## src/rtl/rle_stream_encoder.sv

```systemverilog
// Streaming run-length encoder: one coefficient per cycle in, (value, count, last) pairs out.
// Generic RLE or zero-run mode; a non-merging final element costs one FLUSH cycle.
module rle_stream_encoder #(
    parameter int DATA_WIDTH = 8,
    parameter int BLOCK_LEN  = 64,
    parameter int CNT_WIDTH  = 7,
    parameter int MAX_RUN    = 64
) (
    input  logic                  clk_in,
    input  logic                  rst_n_in,
    input  logic [DATA_WIDTH-1:0] data_in,
    input  logic                  valid_in,
    output logic                  ready_out,
    input  logic                  mode_in,
    output logic [DATA_WIDTH-1:0] run_value_out,
    output logic [CNT_WIDTH-1:0]  run_count_out,
    output logic                  run_last_out,
    output logic                  run_valid_out,
    input  logic                  run_ready_in,
    output logic [CNT_WIDTH-1:0]  runs_out,
    output logic                  block_done_out
);
    localparam int IDX_W = (BLOCK_LEN > 1) ? $clog2(BLOCK_LEN) : 1;
    localparam logic [CNT_WIDTH-1:0] ONE = CNT_WIDTH'(1);

    typedef enum logic {ACCUM, FLUSH} state_t;

    state_t                state_q, state_d;
    logic                  open_q, open_d;
    logic [DATA_WIDTH-1:0] val_q, val_d;
    logic [CNT_WIDTH-1:0]  len_q, len_d;
    logic [IDX_W-1:0]      idx_q, idx_d;
    logic [CNT_WIDTH-1:0]  cnt_q, cnt_d;
    logic                  mode_q, mode_d;
    logic                  ovld_q, ovld_d;
    logic [DATA_WIDTH-1:0] oval_q, oval_d;
    logic [CNT_WIDTH-1:0]  ocnt_q, ocnt_d;
    logic                  olast_q, olast_d;
    logic [CNT_WIDTH-1:0]  runs_q, runs_d;
    logic                  done_q, done_d;

    logic                  out_free, accept, is_last, merge;
    logic                  ld, ld_last;
    logic [DATA_WIDTH-1:0] ld_val;
    logic [CNT_WIDTH-1:0]  ld_cnt;

    assign out_free  = !ovld_q || run_ready_in;
    assign ready_out = (state_q == ACCUM) && out_free && rst_n_in;
    assign accept    = valid_in && ready_out;
    assign is_last   = (idx_q == IDX_W'(BLOCK_LEN - 1));
    // The open run is always closed at block end, so index 0 never merges and
    // the registered block mode is valid whenever merge can be true.
    assign merge     = open_q && (data_in == val_q) && (len_q < CNT_WIDTH'(MAX_RUN)) &&
                       (!mode_q || (data_in == '0));

    always_comb begin
        state_d = state_q;
        open_d  = open_q;
        val_d   = val_q;
        len_d   = len_q;
        idx_d   = idx_q;
        cnt_d   = cnt_q;
        mode_d  = mode_q;
        ovld_d  = ovld_q && !run_ready_in;
        oval_d  = oval_q;
        ocnt_d  = ocnt_q;
        olast_d = olast_q;
        runs_d  = runs_q;
        done_d  = 1'b0;
        ld      = 1'b0;
        ld_val  = val_q;
        ld_cnt  = len_q;
        ld_last = 1'b0;

        case (state_q)
            ACCUM: begin
                if (accept) begin
                    if (idx_q == '0) mode_d = mode_in;
                    if (!is_last) begin
                        idx_d = idx_q + IDX_W'(1);
                        if (merge) begin
                            len_d = len_q + ONE;
                        end else begin
                            ld     = open_q;
                            open_d = 1'b1;
                            val_d  = data_in;
                            len_d  = ONE;
                        end
                    end else if (merge || !open_q) begin
                        ld      = 1'b1;
                        ld_val  = data_in;
                        ld_cnt  = merge ? len_q + ONE : ONE;
                        ld_last = 1'b1;
                        open_d  = 1'b0;
                        idx_d   = '0;
                    end else begin
                        ld      = 1'b1;
                        open_d  = 1'b1;
                        val_d   = data_in;
                        len_d   = ONE;
                        state_d = FLUSH;
                    end
                end
            end
            FLUSH: begin
                if (out_free) begin
                    ld      = 1'b1;
                    ld_last = 1'b1;
                    open_d  = 1'b0;
                    idx_d   = '0;
                    state_d = ACCUM;
                end
            end
            default: state_d = ACCUM;
        endcase

        if (ld) begin
            ovld_d  = 1'b1;
            oval_d  = ld_val;
            ocnt_d  = ld_cnt;
            olast_d = ld_last;
            if (ld_last) begin
                runs_d = cnt_q + ONE;
                cnt_d  = '0;
                done_d = 1'b1;
            end else begin
                cnt_d  = cnt_q + ONE;
            end
        end
    end

    always_ff @(posedge clk_in) begin
        if (!rst_n_in) begin
            state_q <= ACCUM;
            open_q  <= 1'b0;
            val_q   <= '0;
            len_q   <= '0;
            idx_q   <= '0;
            cnt_q   <= '0;
            mode_q  <= 1'b0;
            ovld_q  <= 1'b0;
            oval_q  <= '0;
            ocnt_q  <= '0;
            olast_q <= 1'b0;
            runs_q  <= '0;
            done_q  <= 1'b0;
        end else begin
            state_q <= state_d;
            open_q  <= open_d;
            val_q   <= val_d;
            len_q   <= len_d;
            idx_q   <= idx_d;
            cnt_q   <= cnt_d;
            mode_q  <= mode_d;
            ovld_q  <= ovld_d;
            oval_q  <= oval_d;
            ocnt_q  <= ocnt_d;
            olast_q <= olast_d;
            runs_q  <= runs_d;
            done_q  <= done_d;
        end
    end

    assign run_valid_out  = ovld_q;
    assign run_value_out  = oval_q;
    assign run_count_out  = ocnt_q;
    assign run_last_out   = olast_q;
    assign runs_out       = runs_q;
    assign block_done_out = done_q;

endmodule

```

## config.mk

```make
export PLATFORM = sky130hd
export DESIGN_NAME = rle_stream_encoder
export DESIGN_NICKNAME = d
export VERILOG_FILES = /design/src/rtl/rle_stream_encoder.sv
export SDC_FILE = /design/constraint.sdc
export NUM_CORES = 1
export LEC_CHECK = 0
export BUFFER_PORTS_ARGS = -buffer_cell sky130_fd_sc_hd__clkbuf_2
export CAP_MARGIN = 20
export CORE_MARGIN = 2
export CORE_UTILIZATION = 57
export CTS_BUF_LIST = sky130_fd_sc_hd__clkbuf_16
export CTS_CLUSTER_SIZE = 25
export DETAILED_ROUTE_END_ITERATION = 8
export PLACE_DENSITY_LB_ADDON = 0.2
export SLEW_MARGIN = 25
export SYNTH_ARGS = -nofsm -noshare
export SYNTH_HDL_FRONTEND = slang
export SYNTH_SLANG_ARGS = --single-unit
```

## constraint.sdc

```tcl
create_clock -name clk_in -period 3 [get_ports clk_in]
set_clock_uncertainty 0.15 [all_clocks]
set_input_delay 0.3 -clock clk_in [delete_from_list [all_inputs] [get_ports clk_in]]
set_output_delay 0.3 -clock clk_in [all_outputs]
set_load 0.03 [all_outputs]
```

==> run_results.csv <==
group,metric,value,unit
floorplan,num_io_pins,39,
sta,slew-limit-headroom,0.4468,
cells_and_area,layout_commonest_cell,"sky130_fd_sc_hd__dfxtp_1",
placement,dp_cells,395,
synth,mappedNetlistArea,2736,um2
cells_and_area,antenna-diode-count,0,
synth,async_flop_share,0,
floorplan,core.rowCount,25,
sta,timing.final.max_slew_violations,0,
route,totalWireLength,6307,um
route,drt_iter0_markers,183,
synth,syn_area_per_cell,8.715,um2
synth,ys_seq_area_frac,0.4097,
sta,timing.fmax,384.6,MHz
worst_setup_path,cp_data_required_time,3.03,ns
worst_hold_path,worstHoldPathType,"primary input to register",
synth,synth_top_flop_cell,"sky130_fd_sc_hd__dfxtp_1",
synth,synth_warnings,0,
worst_setup_path,crit-reg2reg-launch,"idx_q[1]$_SDFFE_PN0P_",
worst_setup_path,rr_endpoint,"cnt_q[2]$_SDFFE_PN0P_",
clocking,cts_buffer_depth,2,
worst_setup_path,worstRegToRegCells,6,
grt,grt_start_max_net_pins,37,
route,routed-via-count,2439,
worst_setup_path,critPathLaunchType,"register",
sta,setup_tns,0,ns
placement,place_worst_setup_slack,0.3539,ns
clocking,total_cts_buffers,5,
cells_and_area,highest_count_cells_in_the_layout_ignoring_fill_and_taps,"sky130_fd_sc_hd__dfxtp_1, sky130_fd_sc_hd__clkbuf_2, sky130_fd_sc_hd__a21oi_1, sky130_fd_sc_hd__nand2_1, sky130_fd_sc_hd__o31ai_1",
worst_setup_path,criticalPathCategory,"register to register",
cells_and_area,final_cells,403,
clocking,cts_hold_buf,0,
floorplan,floorplan.initialDensity,0.5871,
sta,hold_violations,0,
cells_and_area,postLayoutCoreUtil,0.6698,
worst_setup_path,reg2reg_slack,0.40,ns
placement,io_buffers,38,
flow_run,maxCapViolations,0,
route,routed_length_per_instance,15.65,um
floorplan,dieWidth,73.29,um
floorplan,die-area,5371,um2
cells_and_area,fillers,357,
placement,dp_hpwl,4443,um
power,power_density,482.7,nW/um2
power,p_leak,0.001323,uW
worst_setup_path,crit_path_top_delay_cell,"sky130_fd_sc_hd__a21oi_1",
clocking,cts.htree.levels,2,
sta,setup_repair_after_global_routing_missed_its_margin,"no",
sta,worstMarginPinSlew,0.8271,ns
synth,post_synthesis_net_count,331,
route,remaining_drc_errors,0,
clocking,root_buffer,"sky130_fd_sc_hd__clkbuf_16",
synth,synth_edf_count,0,
synth,synth_cell_types,53,
worst_setup_path,path_max_fanout,8,
worst_setup_path,startpoint,"idx_q[1]$_SDFFE_PN0P_",
worst_setup_path,timing.critical_path.slowest_cell_delay,0.61,ns
synth,post_synth_inst_count,314,
worst_setup_path,worstPathBufferInverterCount,0,
clocking,clk_latency,0.29,ns
route,detailed_routing_iterations_pass_1,6,
sta,period_share,0.8666,
route,vias_per_cell,6.052,
worst_setup_path,data_arrival_at_the_endpoint_of_the_critical_path,2.63,ns
sta,final.setup.worst_slack,0.4002,ns
placement,placer_s_final_routability_congestion_estimate,0.9179,
grt,number_of_antenna_violations_at_the_first_check_in_global_routing,0,
cells_and_area,drive_gt1_frac,0.1748,
sta,final.min_clock_period,2.600,ns
grt,globalRoute.totalOverflow,0,
floorplan,die_h,73.29,um
clocking,clkTransAtPathRegs,0.07,ns
worst_setup_path,worst_setup_path_end_kind,"register",
cells_and_area,layout_overhead_on_the_synthesized_area,14.08,%
grt,grt_pass1_vias,2108,
run_status,result_of_the_run,"finished, final reports clean",
synth,yosys_register_bits,56,
worst_setup_path,worst_path_dominant_cell_family,"compound AO/OA/AOI/OAI gates",
grt,grt_use_total,0.2471,
worst_setup_path,worst_setup_path_endpoint,"cnt_q[2]$_SDFFE_PN0P_",
clocking,cts_post_setup_buffers_inserted,0,
route,antenna_violating_nets_post_route,0,
clocking,cts_tree,"done",
floorplan,fp.coreArea,4661,um2
sta,number_of_failing_setup_endpoints_in_the_final_timing_report,0,
worst_setup_path,stages_on_the_worst_setup_path,6,
power,vdd_ir_drop_max,415.1,uV
grt,global_route_wire_length_before_repair,10230,um
worst_setup_path,path_cells,"ha_1, and3_1, nand3_1, a21oi_1, nor2_1, a311o_1",
cells_and_area,fin_nets,365,
clocking,ctsResizeCount,0,
clocking,cts.sink_count,56,
==> synthesized netlist by cell type, types with 7 or more instances <==
cell type	count	area share
sky130_fd_sc_hd__nand2_1	26	0.036
sky130_fd_sc_hd__inv_1	8	0.011
sky130_fd_sc_hd__nand3_1	18	0.033
sky130_fd_sc_hd__o21ai_0	11	0.020
sky130_fd_sc_hd__mux2i_1	16	0.059
sky130_fd_sc_hd__nor2_1	19	0.026
sky130_fd_sc_hd__o31ai_1	22	0.060
sky130_fd_sc_hd__and3_1	7	0.016
sky130_fd_sc_hd__dfxtp_1	56	0.41
sky130_fd_sc_hd__xor2_1	12	0.038
sky130_fd_sc_hd__a21oi_1	27	0.049
sky130_fd_sc_hd__clkbuf_1	13	0.018
==> state kept, by name, indices dropped and copies added (netlist names) <==
register	cells
idx_q	6
cnt_q	7
run_count_out	7
val_q	8
len_q	7
run_valid_out	1
run_value_out	8
block_done_out	1
open_q	1
mode_q	1
state_q	1
run_last_out	1
runs_out	7
==> area by class of cell <==
type / instances / area (um2) / area share
Clock buffer: 5 / 125.1 / 0.04008
Clock inverter: 3 / 23.77 / 0.007615
Inverter: 8 / 30.03 / 0.009619
Multi-Input combinational cell: 230 / 1496 / 0.4794
Sequential cell: 56 / 1121 / 0.3591
Tap cell: 54 / 67.56 / 0.02164
Timing Repair Buffer: 47 / 257.7 / 0.08257
==> layer usage <==
layer  up-vias  wire length (um)  track usage
li1       1233                 -            -
met1      1111              2960       0.3417
met5         -                 0            0
met3         9               395      0.05487
met4         0                98      0.09671
met2        86              2854       0.3754
==> cells by family after synthesis <==
logic type	after synthesis	synth area share
AND/OR/NAND/NOR	106	0.1998
AO/OA/AOI/OAI	90	0.2254
flip-flops	56	0.4097
buffers and inverters	28	0.04344
multiplexers	16	0.05853
XOR/XNOR	14	0.04481
adder cells (fa/ha/maj)	4	0.01829
==> report_power, final <==
part,internal (uW),leakage (uW),switching (uW),total (uW)
clock network,311,0.0000660,269,580
logic,52.4,0.000803,88.4,141
registers,764,0.000454,21.8,786
==> tightest hold or removal path: cells and delay by family <==
kind / cells / cell delay, ns
mux: 1 / 0.05
buf+inv: 1 / 0.07
simple gates: 1 / 0.07
==> how the worst min path moves through the flow <==
stage	from	endpoint	slack, ns	cells after the start
global route	mode_in	mode_q$_SDFFE_PN0P_	0.12	3
global placement	runs_out[2]$_SDFFE_PN0P_	runs_out[2]$_SDFFE_PN0P_	0.30	2
finish	mode_in	mode_q$_SDFFE_PN0P_	0.09	3
CTS	mode_in	mode_q$_SDFFE_PN0P_	0.1	3
floorplan	len_q[6]$_SDFFE_PN0P_	len_q[6]$_SDFFE_PN0P_	0.29	2
detailed placement	runs_out[3]$_SDFFE_PN0P_	runs_out[3]$_SDFFE_PN0P_	0.31	2
==> metrics by stage <==
stage	hold slack, ns	instance area, um2	total power [uW]
after floorplan	0.2919	2736	898.2
after global placement	0.3008	2973	939.7
after detailed placement	0.3074	2973	942.5
after CTS	0.09552	3122	1515
after global routing	0.1240	3122	1565
final	0.09225	3122	1507
Note: power is estimated with default switching activity, not from simulation.
